--- config.mk ---
export PLATFORM = sky130hd
export DESIGN_NAME = sym_mat_unpack_tx_flat
export DESIGN_NICKNAME = d
export VERILOG_FILES = /design/src/rtl/sym_mat_unpack_tx_if.sv /design/src/rtl/sym_mat_unpack_tx.sv /design/src/flat_wrapper.sv
export SDC_FILE = /design/constraint.sdc
export NUM_CORES = 1
export LEC_CHECK = 0
export ABC_AREA = 0
export CAP_MARGIN = 25
export CORE_MARGIN = 8
export CORE_UTILIZATION = 55
export CTS_BUF_LIST = sky130_fd_sc_hd__clkbuf_16
export DETAILED_ROUTE_END_ITERATION = 16
export PLACE_DENSITY = 0.85
export SYNTH_ARGS = -nofsm -noshare
export SYNTH_HDL_FRONTEND = slang
export SYNTH_SLANG_ARGS = --single-unit
--- constraint.sdc ---
create_clock -name clk -period 10.1 [get_ports clk]
set_clock_uncertainty 0.15 [all_clocks]
set_input_delay 2.02 -clock clk [delete_from_list [all_inputs] [get_ports clk]]
set_output_delay 2.02 -clock clk [all_outputs]
set_load 0.03 [all_outputs]
--- src/rtl/sym_mat_unpack_tx_if.sv ---
`default_nettype none
// ============================================================================
// sym_mat_unpack_tx_if : element stream bus from the matrix unpacker | rev 1.0
// ============================================================================
interface sym_mat_unpack_tx_if #(
  parameter int DW = 21
);
  logic                 out_valid;
  logic                 out_ready;
  logic signed [DW-1:0] out_data;
  logic [3:0]           out_idx;
  logic                 out_last;

  modport master (
    output out_valid, out_data, out_idx, out_last,
    input  out_ready
  );

  modport slave (
    input  out_valid, out_data, out_idx, out_last,
    output out_ready
  );
endinterface
`default_nettype wire

--- src/rtl/sym_mat_unpack_tx.sv ---
`default_nettype none
// ============================================================================
// sym_mat_unpack_tx : captures symmetric 3x3 upper triangle, streams 9 elements
// rev 1.0
// ============================================================================
module sym_mat_unpack_tx #(
  parameter logic [3:0] INIT_STATE = 4'b0010,
  parameter int         DW         = 21
) (
  input  wire logic                 clk,
  input  wire logic                 rst,
  input  wire logic [3:0]           state,
  input  wire logic                 ctrl_etme,
  input  wire logic signed [DW-1:0] m0,
  input  wire logic signed [DW-1:0] m1,
  input  wire logic signed [DW-1:0] m2,
  input  wire logic signed [DW-1:0] m4,
  input  wire logic signed [DW-1:0] m5,
  input  wire logic signed [DW-1:0] m8,
  sym_mat_unpack_tx_if.master       out_if,
  output logic signed [DW+1:0]      trace,
  output logic                      busy,
  output logic                      overrun,
  output logic [7:0]                frame_cnt
);

  localparam logic ST_IDLE   = 1'b0;
  localparam logic ST_STREAM = 1'b1;

  logic                 st, st_nxt;
  logic                 etme_d;
  logic [3:0]           idx;
  logic signed [DW-1:0] c0, c1, c2, c4, c5, c8;

  logic                 init_req, cap_ev, fire, final_beat, load;
  logic signed [DW+1:0] trace_sum;

  assign init_req   = (state == INIT_STATE);
  assign cap_ev     = ctrl_etme & ~etme_d;
  assign fire       = (st == ST_STREAM) & out_if.out_ready;
  assign final_beat = fire & (idx == 4'd8);
  // A new frame is only taken when idle or exactly on the closing handshake.
  assign load       = cap_ev & ((st == ST_IDLE) | final_beat);
  assign trace_sum  = {{2{m0[DW-1]}}, m0} + {{2{m4[DW-1]}}, m4} + {{2{m8[DW-1]}}, m8};

  always_ff @(posedge clk) begin
    if (rst || init_req) st <= ST_IDLE;
    else                 st <= st_nxt;
  end

  always_comb begin
    st_nxt = st;
    case (st)
      ST_IDLE:   if (cap_ev) st_nxt = ST_STREAM;
      ST_STREAM: if (final_beat && !cap_ev) st_nxt = ST_IDLE;
      default:   st_nxt = ST_IDLE;
    endcase
  end

  always_ff @(posedge clk) begin
    if (rst) begin
      etme_d    <= 1'b0;
      idx       <= 4'd0;
      overrun   <= 1'b0;
      frame_cnt <= 8'd0;
      trace     <= '0;
      c0 <= '0; c1 <= '0; c2 <= '0; c4 <= '0; c5 <= '0; c8 <= '0;
    end else if (init_req) begin
      // Abort: captured words, trace and frame count are deliberately kept.
      etme_d  <= 1'b0;
      idx     <= 4'd0;
      overrun <= 1'b0;
    end else begin
      etme_d <= ctrl_etme;
      if (load) begin
        c0 <= m0; c1 <= m1; c2 <= m2; c4 <= m4; c5 <= m5; c8 <= m8;
        trace <= trace_sum;
        idx   <= 4'd0;
      end else if (fire) begin
        idx <= (idx == 4'd8) ? 4'd0 : idx + 4'd1;
      end
      if (final_beat) frame_cnt <= frame_cnt + 8'd1;
      if (cap_ev && (st == ST_STREAM) && !final_beat) overrun <= 1'b1;
    end
  end

  always_comb begin
    out_if.out_valid = (st == ST_STREAM);
    out_if.out_idx   = idx;
    out_if.out_last  = (idx == 4'd8);
    busy             = (st == ST_STREAM);
    case (idx)
      4'd0:       out_if.out_data = c0;
      4'd1, 4'd3: out_if.out_data = c1;
      4'd2, 4'd6: out_if.out_data = c2;
      4'd4:       out_if.out_data = c4;
      4'd5, 4'd7: out_if.out_data = c5;
      4'd8:       out_if.out_data = c8;
      default:    out_if.out_data = '0;
    endcase
  end

endmodule
`default_nettype wire

--- src/flat_wrapper.sv ---
// flat-port wrapper written by rule: the top's interface ports become plain ports
module sym_mat_unpack_tx_flat 
#(
  parameter logic [3:0] INIT_STATE = 4'b0010,
  parameter int         DW         = 21
)
  (clk, rst, state, ctrl_etme, m0, m1, m2, m4, m5, m8, trace, busy, overrun, frame_cnt, out_if_out_valid, out_if_out_data, out_if_out_idx, out_if_out_last, out_if_out_ready);
  sym_mat_unpack_tx_if #(.DW(DW)) out_if_i ();
  input  wire logic clk;
  input  wire logic rst;
  input  wire logic [3:0] state;
  input  wire logic ctrl_etme;
  input  wire logic signed [DW-1:0] m0;
  input  wire logic signed [DW-1:0] m1;
  input  wire logic signed [DW-1:0] m2;
  input  wire logic signed [DW-1:0] m4;
  input  wire logic signed [DW-1:0] m5;
  input  wire logic signed [DW-1:0] m8;
  output logic signed [DW+1:0] trace;
  output logic busy;
  output logic overrun;
  output logic [7:0] frame_cnt;
  output wire logic [$bits(out_if_i.out_valid)-1:0] out_if_out_valid;
  output wire logic [$bits(out_if_i.out_data)-1:0] out_if_out_data;
  output wire logic [$bits(out_if_i.out_idx)-1:0] out_if_out_idx;
  output wire logic [$bits(out_if_i.out_last)-1:0] out_if_out_last;
  input wire logic [$bits(out_if_i.out_ready)-1:0] out_if_out_ready;
  assign out_if_out_valid = out_if_i.out_valid;
  assign out_if_out_data = out_if_i.out_data;
  assign out_if_out_idx = out_if_i.out_idx;
  assign out_if_out_last = out_if_i.out_last;
  assign out_if_i.out_ready = out_if_out_ready;
  sym_mat_unpack_tx #(.INIT_STATE(INIT_STATE), .DW(DW)) u_core (.clk(clk), .rst(rst), .state(state), .ctrl_etme(ctrl_etme), .m0(m0), .m1(m1), .m2(m2), .m4(m4), .m5(m5), .m8(m8), .out_if(out_if_i), .trace(trace), .busy(busy), .overrun(overrun), .frame_cnt(frame_cnt));
endmodule
==> summary.md, run 1 <==
| Metric | Value |
|---|---|
| Clk_lat worst skew | between 0.4 and 0.5 ns |
| Initial antenna violation count | 0 |
| Max Cap Viol | 0 |
| Vias in the first global route | approximately 8000 |
| Total negative setup slack | 0 ns |
| Footprint of the multi-input gates | approximately 4900 um2 |
| Syn_area_per_cell | just under 8 um2 |
| I/O Pins | ~190 |
| FFs w/ async S/R, synth | 0 |
| DP Wirelength | ~20000 um |
| Cell Pwr Density | approximately 170 nW/um2 |
| CP delay by family, top | compound AO/OA/AOI/OAI gates |
| Die width | 141 um |
| Nets@finish | about 1400 |
| CP Capture Type | flip-flop |
| CTS Buffer Depth | 2 |
| Data arrival, critical path | 6.76 ns |
| Critical path, cell by cell | clkdlybuf4s50_1 > ha_1 > fa_1 > a21oi_1 > o21ai_0 > a21oi_1 > o21bai_1 > a221oi_1 > nor4b_1 > or3_1 > ha_1 > and3_1 > nor2b_1 > a31oi_1 > o21ai_0 > a221oi_1 > o21ai_0 > a211oi_1 |
| Relative slew slack | 0.294 |
| Die Y | between 100 and 150 um |
| Storage cell area | around 3300 um2 |
| Final Wtd Congestion | about 0.94 |
| Post-route minimum period | between 6 and 7 ns |
| DR vias | about 8600 |
| Cells after synthesis | roughly 1100 |
| Worst slew pin tran | roughly 1.1 ns |
| Top cell by count, worst path | o21ai_0 |
| Final worst-path cycle share | 0.650 |
| DRC Markers | 0 |
| WL final | 27300 um |
| CTS clock-pin slew for the worst setup and hold paths | around 0.07 ns |
| Status | completed |
| Pint | 1260 uW |
| Post-CTS Resized | 0 |
| Synthesized area | roughly 8600 um2 |
| Combinational share of power | 0.273 |
| Top cell type by total area after synthesis | dfxtp_1 |
| Port bufs | between 150 and 200 |
| RSZ-0062 raised after global routing | false |
| CP Launch Type | input pin |
| Synth cell types | 59 |
| Router iterations before antenna repair | 6 |
| Ys flop type | dfxtp_1 |
| Leakage | 0.00427 uW |
| Hold_buf cts | 0 |
| Mean number of vias per cell | around 5.9 |
| Largest net degree at the start of global routing | roughly 100 |
| Hold crit path type | flip-flop to flip-flop |
| Hold Slack | around 0.30 ns |
| Fin. max-slew vios | 0 |
| CP Max Fanout | 7 |
| Switching part of the total | 0.329 |
| Register area share after synthesis | 0.384 |
| Clock sink count | around 160 |
| CTS tree | done |
| Initial Util | 0.562 |
| Area Overhead vs Synth | 29.9% |
| Number of synthesized flops with an enable pin | 0 |
| Number of CTS-inserted buffers | 17 |
| CP Buf/Inv Count | 1 |
| CTS Root Cell | clkbuf_16 |
| GRT Residual Overflow | 0 |
| Setup CP Type | input pin to flip-flop |
| Yosys reg bits | 164 |
| H-tree Lvls | 4 |
| Post-CTS Setup Bufs | 0 |
| Detailed router's first-iteration violation count | about 900 |
| Synth area leaders | dfxtp_1 38%, nand2_1 13%, a21oi_1 10% |
| Slowest cell on crit path | a221oi_1 |
| Num rows | 45 |
| Maximum vdd ir drop | 0.128 mV |
| Clk pwr share | 0.347 |
| Yosys Warn Count | 0 |
| Net switching power | roughly 620 uW |
| Gr usage total | 0.267 |
| Mapped Nets | roughly 1300 |
| Share of cells above drive strength 1 | 0.0402 |
| Routed wire length per instance | ~19 um |
| Fillcell total | between 1000 and 1500 |
| Core area | 15200 um2 |
| Critical Path RT | roughly 10 ns |
| Yosys top cell area share | 0.384 |
| Setup violations, final | 0 |
| Antenna Nets Post-Route | 0 |
| Fmax | 152 MHz |
| First-pass GRT wire length | between 40000 and 50000 um |
| Die area | slightly below 20000 um2 |
| Reg power frac | 0.380 |
| Crit path largest cell delay | about 0.51 ns |
| ANT cells | 0 |
| Final Hold Viols | 0 |
==> routing by layer <==
metal / wire length [um] / global-route usage / vias to the layer above / part of all wire
li1: - / - / 4176 / -
met1: 11300 / 0.329 / 4020 / 0.41
met2: 13300 / 0.450 / 344 / 0.49
met3: 1930 / 0.0554 / 52 / 0.071
met4: 766 / 0.0979 / 0 / 0.028
met5: 0 / 0 / - / 0
==> worst register-to-register path: cells and delay by family, from the launching register on <==
kind / cells / cell delay (ns)
flip-flops: 1 / 0.36
AND/OR/NAND/NOR: 3 / 1.31
AO/OA/AOI/OAI: 2 / 0.46
adder cells (fa/ha/maj): 1 / 0.20
buffers and inverters: 3 / 1.49
==> logic make-up (layout without fill, tap and decap cells) <==
| family | Yosys count | after routing | share of synthesized area |
|---|---|---|---|
| AOI/OAI and AO/OA | 321 | 321 | 0.230 |
| and+or+nand+nor | 436 | 436 | 0.221 |
| DFF | 164 | 164 | 0.384 |
| xor gates and xnor gates | 40 | 40 | 0.0410 |
| adders and majority gates | 52 | 52 | 0.0778 |
| muxes | 3 | 3 | 0.00351 |
| buffers and inverters | 90 | 252 | 0.0427 |
==> cell usage in the layout, fill, tap and decap left out, types with 7 or more instances in the layout <==
| master | instances |
|---|---|
| ha_1 | 50 |
| buf_4 | 9 |
| nand3_1 | 37 |
| o21ai_0 | 20 |
| clkbuf_16 | 17 |
| a22oi_1 | 63 |
| and3_1 | 8 |
| xor2_1 | 19 |
| a21o_1 | 19 |
| dfxtp_1 | 164 |
| nand3b_1 | 7 |
| nor2_1 | 37 |
| o211ai_1 | 7 |
| inv_1 | 19 |
| nand2_1 | 299 |
| clkdlybuf4s50_1 | 192 |
| a21oi_1 | 170 |
| a211oi_1 | 8 |
| xnor2_1 | 21 |
==> cells in the mapped netlist (all sizes together), types with 4 or more instances <==
cell type / number
nand2b: 5
nand2: 299
o21ai: 20
or4: 4
nand4: 5
inv: 19
clkbuf: 52
a211oi: 8
xnor2: 21
and3: 8
a22oi: 63
o31ai: 5
xor2: 19
buf: 19
nand3b: 7
nor3: 5
nand3: 37
nor2b: 5
o211ai: 7
dfxtp: 164
ha: 50
a21oi: 170
nor2: 37
a21o: 19
o21bai: 4
==> registers in the layout, summed over array words and instances (netlist names), 4 cells and up <==
register / cells
u_core.c1: 21
u_core.frame_cnt: 8
u_core.c8: 21
u_core.c2: 21
u_core.trace: 23
u_core.c4: 21
u_core.out_if.out_idx: 4
u_core.c0: 21
u_core.c5: 21
==> final cells by class <==
type,instances,share of cell area
multi-input combinational,852,0.444
sequential,164,0.296
inverter,19,0.00642
timing repair buffer,201,0.179
clock buffer,17,0.0383
clock inverter,15,0.0150
tap,188,0.0212
==> final timing paths <==
| check | from | endpoint | slack, ns | cells after the start |
|---|---|---|---|---|
| worst max-delay path | m0[0] | u_core.trace[22] | 3.54 | 18 |
| worst min-delay path | u_core.trace[9] | u_core.trace[9] | 0.30 | 2 |
| worst max register to register | u_core.out_if.out_idx[0] | u_core.c2[18] | 6.05 | 9 |
| worst min register to register | u_core.trace[9] | u_core.trace[9] | 0.30 | 2 |
==> stage by stage <==
step                      cell area, um2  std cells  power [uW]   util  worst slack (ns)
after global placement             10500       1424        1230  0.692              3.39
after detailed placement           10500       1424        1230  0.692              3.27
after global routing               11100       1456        1970  0.731              3.22
final                              11100       1456        1880  0.731              3.54
after floorplan                     8550       1106        1060      -              4.27
after CTS                          11100       1456        1880  0.731              3.69
==> power by group through the flow <==
stage	Combinational [uW]	Clock [uW]	Sequential, uW
finish	513	653	715
global route	559	687	720
CTS	508	659	715
detailed placement	504	0	729
global placement	500	0	728
floorplan	305	0	752
Note: power is estimated with default switching activity, not from simulation.
==> run 2: changes to the inputs <==
CORE_UTILIZATION = 46   (was 55)
PLACE_DENSITY = 0.76   (was 0.85)
clock period = 5.59 ns   (was 10.1 ns; I/O delays follow)
==> run 2 against run 1 <==
Effect of this change:
- total power grew 83%
- non-clock buffer count is 12 higher
- worst hold slack better by 0.0025 ns
- clock power is 85% higher
- sequential power up 80%
- first-iteration DRC count shrank 11%
- register-to-register slack worse by 4.3 ns
- wire length increased by 3.3%
- count of clock-buffer cells in the layout unchanged
- largest cell class unchanged
==> summary.md, run 2 (synthesis gave the netlist of run 1 again) <==
| Metric | Value |
|---|---|
| Status | completed |
| Storage cell area | ~3300 um2 |
| Antenna Nets Post-Route | 0 |
| Maximum vdd ir drop | between 0.2 and 0.25 mV |
| FF-to-FF Start | u_core.out_if.out_idx[0] |
| CP Capture Type | flip-flop |
| I/O Pins | roughly 190 |
| Commonest non-fill, non-tap cell in the layout | nand2_1 |
| Router iterations before antenna repair | 8 |
| Worst slew pin tran | between 1 and 1.5 ns |
| DP Wirelength | roughly 21000 um |
| Initial Util | 0.463 |
| CP Launch Type | input pin |
| CP Max Fanout | 3 |
| Setup CP Type | input pin to flip-flop |
| WL final | roughly 28000 um |
| Num rows | 50 |
| Fmax | roughly 190 MHz |
| Largest register FFs | 23 |
| Relative slew slack | 0.317 |
| Reg2reg path depth | 8 |
| CTS Root Cell | clkbuf_16 |
| Fin. max-slew vios | 0 |
| Critical Path RT | between 5 and 6 ns |
| Worst R2R End | u_core.trace[7] |
| Die Y | approximately 150 um |
| GRT Residual Overflow | 0 |
| Routed wire length per instance | 18.6 um |
| Core area | between 15000 and 20000 um2 |
| Clock sink count | 164 |
| CTS Buffer Depth | 2 |
| First-pass GRT wire length | about 43000 um |
| CTS clock-pin slew for the worst setup and hold paths | 0.07 ns |
| Slack of the critical path | roughly 0.36 ns |
| Hold path cells | 2 |
| Cell Pwr Density | 305 nW/um2 |
| Final Hold Viols | 0 |
| Share of cells above drive strength 1 | 0.0500 |
| Clk_lat worst skew | 0.44 ns |
| Most frequent cells in the layout | 299 x nand2_1, 192 x clkdlybuf4s50_1, 170 x a21oi_1 |
| Hold Crit Start | u_core.trace[8] |
| Die width | 152 um |
| Fillcell total | between 1500 and 2000 |
| Nets@finish | between 1000 and 1500 |
| ANT cells | 0 |
| Final Wtd Congestion | 0.881 |
| Max Cap Viol | 0 |
| Post-route minimum period | ~5.2 ns |
| Area Overhead vs Synth | 32.2% |
| Data arrival, critical path | 5.42 ns |
| Vias in the first global route | approximately 7900 |
| Total negative setup slack | 0 ns |
| Footprint of the multi-input gates | 4940 um2 |
| Initial antenna violation count | 0 |
| Die area | 23200 um2 |
| DRC Markers | 0 |
| CTS tree | done |
| Number of CTS-inserted buffers | 17 |
| Port bufs | 193 |
| Final worst-path cycle share | 0.935 |
| DR vias | 8569 |
| H-tree Lvls | 4 |
| Hold path endpoint | u_core.trace[8] |
| Largest Register | u_core.trace |
| R2r setup slk | 1.76 ns |
| Gr usage total | 0.232 |
| Largest net degree at the start of global routing | ~120 |
| Detailed router's first-iteration violation count | 801 |
| Mean number of vias per cell | 5.66 |
| Post-CTS Setup Bufs | 0 |
| Leakage | 0.00435 uW |
| Setup violations, final | 0 |
| Dpl ws | -0.0847 ns |
| RSZ-0062 raised after global routing | false |
| Hold crit path type | flip-flop to flip-flop |
[run 2: critical path: stages]
cell,delay (ns)
clkdlybuf4s50_1,0.42
ha_1,0.24
fa_1,0.44
a21oi_1,0.23
o21ai_0,0.10
a21oi_1,0.20
o21bai_1,0.18
a221oi_2,0.33
nor4b_1,0.08
or3_1,0.38
ha_1,0.31
and3_1,0.19
nor2b_1,0.16
a31oi_1,0.16
o21ai_0,0.13
a221oi_1,0.38
o21ai_0,0.16
a211oi_1,0.21
[run 2: per-stage QoR]
step / cell area (um2) / util / total power [uW] / hold WS [ns] / std cells
2_1_floorplan: 8550 / - / 1910 / 0.286 / 1106
3_3_place_gp: 10700 / 0.578 / 2250 / 0.290 / 1481
3_5_place_dp: 10700 / 0.578 / 2250 / 0.296 / 1481
4_1_cts: 11300 / 0.612 / 3450 / 0.307 / 1513
5_1_grt: 11300 / 0.613 / 3600 / 0.320 / 1514
6_report: 11300 / 0.613 / 3450 / 0.303 / 1514
[run 2: where the power goes]
group | leakage, uW | internal, uW | switching [uW]
Sequential | 0.00134 | 1250 | 43.2
Combinational | 0.00271 | 411 | 539
Clock | 0.000300 | 613 | 594
[run 2: area by class of cell]
class,count,area share
clock buffers,17,0.0376
flip-flops and latches,164,0.290
well taps,234,0.0259
repair buffers,213,0.186
inverters,19,0.00631
clock inverters,15,0.0172
multi-input cells,852,0.437
[run 2: how the worst max path moves through the flow]
stage           from               end  slack [ns]  cells past startpoint
6_report       m0[0]  u_core.trace[22]        0.36                     18
5_1_grt        m4[0]  u_core.trace[22]        0.09                     18
4_1_cts        m0[0]  u_core.trace[22]        0.32                     18
3_5_place_dp   m4[0]  u_core.trace[22]       -0.08                     18
3_3_place_gp   m4[0]  u_core.trace[22]      -0.009                     18
2_1_floorplan  m0[0]  u_core.trace[22]        0.66                     17
[run 2: per-layer routing]
metal	GRT usage	routed length [um]
met5	0	0
met4	0.0804	634
met3	0.0448	1870
met2	0.393	13800
met1	0.290	11900
[run 2: timing repair]
item / in CTS / in global routing
gates resized for setup: 0 / 1
hold buffers: 0 / 0
endpoints found under the setup margin: 0 / 2
